[src/rtl/spi_shift_sequencer_if.sv]
// Host-side byte handshake bundle for spi_shift_sequencer.
// master drives the TX byte; slave returns ready and the RX byte.
interface spi_shift_sequencer_if;
  logic       i_tx_valid;
  logic [7:0] i_tx_data;
  logic       o_tx_ready;
  logic       o_rx_valid;
  logic [7:0] o_rx_data;

  modport master (
    output i_tx_valid,
    output i_tx_data,
    input  o_tx_ready,
    input  o_rx_valid,
    input  o_rx_data
  );

  modport slave (
    input  i_tx_valid,
    input  i_tx_data,
    output o_tx_ready,
    output o_rx_valid,
    output o_rx_data
  );
endinterface

[src/rtl/spi_shift_sequencer.sv]
// Mode-0 SPI byte sequencer driving an external universal shift register.
// Define SPI_LSB_FIRST_EN for LSB-first transfers (right shift).
module spi_shift_sequencer #(
  parameter int CLK_DIV = 4
) (
  input  logic                        i_clk,
  input  logic                        i_rst_n,
  spi_shift_sequencer_if.slave        host,
  output logic                        o_sr_s0,
  output logic                        o_sr_s1,
  output logic [7:0]                  o_sr_parallel,
  output logic                        o_sr_serial,
  input  logic [7:0]                  i_sr_parallel,
  output logic                        o_sclk,
  output logic                        o_cs_n,
  output logic                        o_mosi,
  input  logic                        i_miso
);

  generate
    if (CLK_DIV < 1) begin : g_bad_div
      $error("CLK_DIV must be >= 1");
    end
  endgenerate

  localparam int CW = (CLK_DIV > 1) ? $clog2(CLK_DIV) : 1;
  localparam logic [CW-1:0] CNT_LAST = CW'(CLK_DIV - 1);

`ifdef SPI_LSB_FIRST_EN
  localparam logic [1:0] SHIFT = 2'b10;
`else
  localparam logic [1:0] SHIFT = 2'b01;
`endif

  typedef enum logic [2:0] {
    IDLE,
    LOAD,
    SETUP,
    HIGH,
    LOW,
    ENDS
  } state_e;

  state_e      state_q, state_d;
  logic [CW-1:0] cnt_q, cnt_d;
  logic [2:0]  bit_q, bit_d;
  logic [1:0]  sr_s_q, sr_s_d;
  logic [7:0]  par_q, par_d;
  logic        serial_q, serial_d;
  logic        sclk_q, sclk_d;
  logic        cs_n_q, cs_n_d;
  logic        ready_q, ready_d;
  logic        rx_valid_q, rx_valid_d;
  logic [7:0]  rx_data_q, rx_data_d;
  logic [7:0]  sr_next;
  logic        last;

  // Value the shift register holds after this cycle's edge.
  always_comb begin
    sr_next = i_sr_parallel;
    if (sr_s_q == SHIFT) begin
`ifdef SPI_LSB_FIRST_EN
      sr_next = {serial_q, i_sr_parallel[7:1]};
`else
      sr_next = {i_sr_parallel[6:0], serial_q};
`endif
    end
  end

  always_comb begin
    state_d    = state_q;
    cnt_d      = cnt_q;
    bit_d      = bit_q;
    par_d      = par_q;
    serial_d   = serial_q;
    rx_data_d  = rx_data_q;
    rx_valid_d = 1'b0;
    last       = (cnt_q == CNT_LAST);

    unique case (state_q)
      IDLE: begin
        if (host.i_tx_valid) begin
          par_d   = host.i_tx_data;
          state_d = LOAD;
        end
      end
      LOAD: begin
        cnt_d   = '0;
        state_d = SETUP;
      end
      SETUP: begin
        if (last) begin
          cnt_d   = '0;
          state_d = HIGH;
        end else begin
          cnt_d = cnt_q + CW'(1);
        end
      end
      HIGH: begin
        if (last) begin
          cnt_d   = '0;
          bit_d   = bit_q + 3'd1;
          state_d = (bit_q == 3'd7) ? ENDS : LOW;
        end else begin
          cnt_d = cnt_q + CW'(1);
        end
      end
      LOW: begin
        if (last) begin
          cnt_d   = '0;
          state_d = HIGH;
        end else begin
          cnt_d = cnt_q + CW'(1);
        end
      end
      ENDS: begin
        if (last) begin
          cnt_d      = '0;
          rx_data_d  = sr_next;
          rx_valid_d = 1'b1;
          state_d    = IDLE;
        end else begin
          cnt_d = cnt_q + CW'(1);
        end
      end
      default: state_d = IDLE;
    endcase

    if (state_d == HIGH && state_q != HIGH) begin
      serial_d = i_miso;
    end

    sclk_d  = (state_d == HIGH);
    cs_n_d  = (state_d == IDLE);
    ready_d = (state_d == IDLE);

    sr_s_d = 2'b00;
    if (state_d == LOAD) begin
      sr_s_d = 2'b11;
    end else if (state_q == HIGH && state_d != HIGH) begin
      sr_s_d = SHIFT;
    end
  end

  always_ff @(posedge i_clk or negedge i_rst_n) begin
    if (!i_rst_n) begin
      state_q    <= IDLE;
      cnt_q      <= '0;
      bit_q      <= '0;
      sr_s_q     <= 2'b00;
      par_q      <= '0;
      serial_q   <= 1'b0;
      sclk_q     <= 1'b0;
      cs_n_q     <= 1'b1;
      ready_q    <= 1'b1;
      rx_valid_q <= 1'b0;
      rx_data_q  <= '0;
    end else begin
      state_q    <= state_d;
      cnt_q      <= cnt_d;
      bit_q      <= bit_d;
      sr_s_q     <= sr_s_d;
      par_q      <= par_d;
      serial_q   <= serial_d;
      sclk_q     <= sclk_d;
      cs_n_q     <= cs_n_d;
      ready_q    <= ready_d;
      rx_valid_q <= rx_valid_d;
      rx_data_q  <= rx_data_d;
    end
  end

  assign o_sr_s0       = sr_s_q[1];
  assign o_sr_s1       = sr_s_q[0];
  assign o_sr_parallel = par_q;
  assign o_sr_serial   = serial_q;
  assign o_sclk        = sclk_q;
  assign o_cs_n        = cs_n_q;

`ifdef SPI_LSB_FIRST_EN
  assign o_mosi = !cs_n_q && i_sr_parallel[0];
`else
  assign o_mosi = !cs_n_q && i_sr_parallel[7];
`endif

  assign host.o_tx_ready = ready_q;
  assign host.o_rx_valid = rx_valid_q;
  assign host.o_rx_data  = rx_data_q;

endmodule

[src/flat_wrapper.sv]
// flat-port wrapper written by rule: the top's interface ports become plain ports
module spi_shift_sequencer_flat 
#(
  parameter int CLK_DIV = 4
)
  (i_clk, i_rst_n, o_sr_s0, o_sr_s1, o_sr_parallel, o_sr_serial, i_sr_parallel, o_sclk, o_cs_n, o_mosi, i_miso, host_i_tx_valid, host_i_tx_data, host_o_tx_ready, host_o_rx_valid, host_o_rx_data);
  spi_shift_sequencer_if host_i ();
  input  logic i_clk;
  input  logic i_rst_n;
  output logic o_sr_s0;
  output logic o_sr_s1;
  output logic [7:0] o_sr_parallel;
  output logic o_sr_serial;
  input  logic [7:0] i_sr_parallel;
  output logic o_sclk;
  output logic o_cs_n;
  output logic o_mosi;
  input  logic i_miso;
  input wire logic [$bits(host_i.i_tx_valid)-1:0] host_i_tx_valid;
  input wire logic [$bits(host_i.i_tx_data)-1:0] host_i_tx_data;
  output wire logic [$bits(host_i.o_tx_ready)-1:0] host_o_tx_ready;
  output wire logic [$bits(host_i.o_rx_valid)-1:0] host_o_rx_valid;
  output wire logic [$bits(host_i.o_rx_data)-1:0] host_o_rx_data;
  assign host_i.i_tx_valid = host_i_tx_valid;
  assign host_i.i_tx_data = host_i_tx_data;
  assign host_o_tx_ready = host_i.o_tx_ready;
  assign host_o_rx_valid = host_i.o_rx_valid;
  assign host_o_rx_data = host_i.o_rx_data;
  spi_shift_sequencer #(.CLK_DIV(CLK_DIV)) u_core (.i_clk(i_clk), .i_rst_n(i_rst_n), .host(host_i), .o_sr_s0(o_sr_s0), .o_sr_s1(o_sr_s1), .o_sr_parallel(o_sr_parallel), .o_sr_serial(o_sr_serial), .i_sr_parallel(i_sr_parallel), .o_sclk(o_sclk), .o_cs_n(o_cs_n), .o_mosi(o_mosi), .i_miso(i_miso));
endmodule
[config.mk]
export PLATFORM = sky130hd
export DESIGN_NAME = spi_shift_sequencer_flat
export DESIGN_NICKNAME = d
export VERILOG_FILES = /design/src/rtl/spi_shift_sequencer_if.sv /design/src/rtl/spi_shift_sequencer.sv /design/src/flat_wrapper.sv
export SDC_FILE = /design/constraint.sdc
export NUM_CORES = 1
export LEC_CHECK = 0
export CAP_MARGIN = 10
export CORE_ASPECT_RATIO = 0.75
export CORE_MARGIN = 3
export CORE_UTILIZATION = 45
export DETAILED_ROUTE_END_ITERATION = 10
export GPL_ROUTABILITY_DRIVEN = 0
export PLACE_DENSITY = 0.82
export REMOVE_ABC_BUFFERS = 1
export SYNTH_ARGS = -nofsm -noshare
export SYNTH_HDL_FRONTEND = slang
export SYNTH_SLANG_ARGS = --single-unit
[constraint.sdc]
create_clock -name i_clk -period 2.3 [get_ports i_clk]
set_input_delay 0.46 -clock i_clk [delete_from_list [all_inputs] [get_ports i_clk]]
set_output_delay 0.46 -clock i_clk [all_outputs]
set_load 0.1 [all_outputs]
==> flow_summary.json <==
{
  "status": "completed",
  "cts_resized": 0,
  "clkTransAtPathRegs_ns": 0.07,
  "crit_start": "i_sr_parallel[7]",
  "arrival_ns": 1.38,
  "whs_ns": 0.4893,
  "ys_top_cells_by_area": "dfrtp_1 (52%), mux2_2 (8.1%), mux2i_1 (5.7%), nand2_1 (4.0%), o21ai_0 (3.9%)",
  "std_cell_rows": 16,
  "drive_gt1_share_pct": 31.90,
  "r2r_cells": 3,
  "track_usage_pct": 15.68,
  "dr.pass1.iters": 4,
  "cts_max_level": 2,
  "gr-total-overflow": 0,
  "numPortBuffers": 43,
  "cp_slowest_stage_delay_ns": 0.48,
  "post-place-ws_ns": 0.3325,
  "final_area_mm2": 0.001911,
  "drt_iter0_markers": 39,
  "crit_chain": "clkdlybuf4s50_1, nor2b_1, buf_12",
  "synth_enable_flop_cells": 0,
  "cts_hold_buffers": 0,
  "maxCapViolations": 0,
  "synthArstFlopShare_pct": 100.0,
  "fin_crit_sh_pct": 80.00,
  "cts_tree": "done",
  "num_antenna_cells": 0,
  "finalWirelength_um": 2790,
  "endpoint": "o_mosi",
  "setup_ws_ns": 0.4601,
  "clk_latency_ns": 0.28,
  "place_area_mm2": 0.001815,
  "synth_ff_type": "dfrtp_1",
  "syn_area_mm2": 0.001396,
  "critPathLaunchType": "input port",
  "r2r_slack_ns": 0.47,
  "dp.final_hpwl_um": 2057,
  "r2r-start": "u_core.state_q[2]",
  "relSlewSlack_pct": 61.09,
  "clock_sinks": 30,
  "postSynthCellCount": 115,
  "grt_setup_unrepaired": "no",
  "die_w_um": 70.32,
  "setup_viol": 0,
  "ys_warn_count": 0,
  "timing.rr.end": "u_core.o_sr_serial",
  "drcViolationCount": 0,
  "grt_antenna_before_repair": 0,
  "finalHoldViolations": 0,
  "grt_start_max_net_pins": 31,
  "maxSlewViolCount": 0,
  "core_area_mm2": 0.002783,
  "fin_crit_ns": 1.840,
  "grt_use_met3_pct": 6.239,
  "grt_busiest_layer": "met2",
  "vias": 994,
  "dieArea_mm2": 0.003814,
  "syn_area_per_cell_um2": 12.14,
  "antenna_left": 0,
  "yosys.area.top_type": "dfrtp_1",
  "layout_common_cells": "dfrtp_1 (29), buf_4 (27), clkdlybuf4s50_1 (19)",
  "skew_ns": 0.007700,
  "via_per_inst": 4.995,
  "synth_top_area_share_pct": 51.97,
  "worst_pin_slew_ns": 0.5806,
  "die_h_um": 54.24,
  "slowest_stage": "clkdlybuf4s50_1",
  "synth_seq_cells": 30,
  "final_common_cell": "dfrtp_1",
  "max_freq_mhz": 543.5,
  "hold_class": "flip-flop to flip-flop",
  "grt_use_met2_pct": 22.67,
  "avgRoutedWirePerCell_um": 14.02,
  "syn_to_final_growth_pct": 36.83,
  "grt_pass1_wl_um": 4416,
  "use_met1_pct": 19.65,
  "yosysSeqAreaShare_pct": 53.85,
  "start_util_pct": 50.18,
  "io_pins": 44,
  "nets": 186,
  "crit_path_end_kind": "output port",
  "cts.path.max_buffers": 2,
  "cts-root-buf": "clkbuf_8",
  "cts_inserted_buffers": 5,
  "first_global_vias": 932,
  "timing_worst_setup_path_type": "input port to output port",
  "crit_required_ns": 1.84,
  "cp_max_fo": 2,
  "cts_setup_buffers": 0,
  "synthDistinctLibCells": 32
}
[cells in the mapped netlist, types with 2 or more instances]
cell type	n
dfrtp_1	29
nor2_1	5
mux2_2	10
nand2b_1	2
nand2_1	15
nor2b_1	3
mux2i_1	8
a21oi_1	2
xor2_1	2
o21ai_0	11
ha_1	4
clkbuf_1	3
a211oi_2	2
[sequential cells by signal, summed over array words and instances, names as in the netlist]
signal,flops
u_core.cnt_q,2
u_core.host.o_rx_valid,1
u_core.o_cs_n,1
u_core.o_sr_serial,1
u_core.o_sr_parallel,8
u_core.sr_s_q,2
u_core.state_q,3
u_core.o_sclk,1
u_core.bit_q,3
u_core.host.o_rx_data,8
[how the worst min path moves through the flow]
stage	startpoint	to	slack [ns]	cells after the start
4_1_cts	u_core.host.o_rx_data[4]	u_core.host.o_rx_data[4]	0.49	2
2_1_floorplan	i_rst_n	u_core.bit_q[0]	0.16	0
3_5_place_dp	u_core.host.o_rx_data[4]	u_core.host.o_rx_data[4]	0.48	2
3_3_place_gp	u_core.host.o_rx_data[3]	u_core.host.o_rx_data[3]	0.46	2
5_1_grt	u_core.host.o_rx_data[5]	u_core.host.o_rx_data[5]	0.50	2
6_report	u_core.host.o_rx_data[5]	u_core.host.o_rx_data[5]	0.49	2
[through the flow]
step	setup TNS (ns)	utilization [%]	instances
finish	0	68.66	199
global route	0	68.66	199
CTS	0	68.66	199
detailed placement	0	65.24	191
global placement	0	65.24	191
floorplan	-0.3243	-	108
[kinds of logic after synthesis]
| kind of cell | count (synthesis) | synth area share [%] |
|---|---|---|
| compound gates | 18 | 9.588 |
| xor+xnor | 3 | 1.882 |
| fa+ha+maj | 4 | 3.584 |
| buf+inv | 8 | 3.046 |
| flops | 30 | 53.85 |
| mux | 19 | 14.61 |
| simple gates | 33 | 13.44 |
[critical path: cells and delay by family]
family                 cells  cell delay, ns
buffers and inverters      2            0.69
and+or+nand+nor            1            0.23
[layout make-up]
cell class	count	area, um^2
Clock buffer	6	82.58
Clock inverter	2	12.51
Fill cell	195	872.1
Inverter	1	3.754
Multi-Input combinational cell	77	601.8
Sequential cell	30	752.0
Tap cell	36	45.04
Timing Repair Buffer	47	412.9
[per-layer routing]
layer	vias up	share of wire (%)	wire (um)
met5	-	0	0
met4	0	2.3	63
met3	7	8.5	237
met2	35	43	1200
met1	459	46	1288
li1	493	-	-
Power is left out: the tool's default activity adds up to more than one toggle a clock period on the data nets, which glitch-free logic cannot reach.
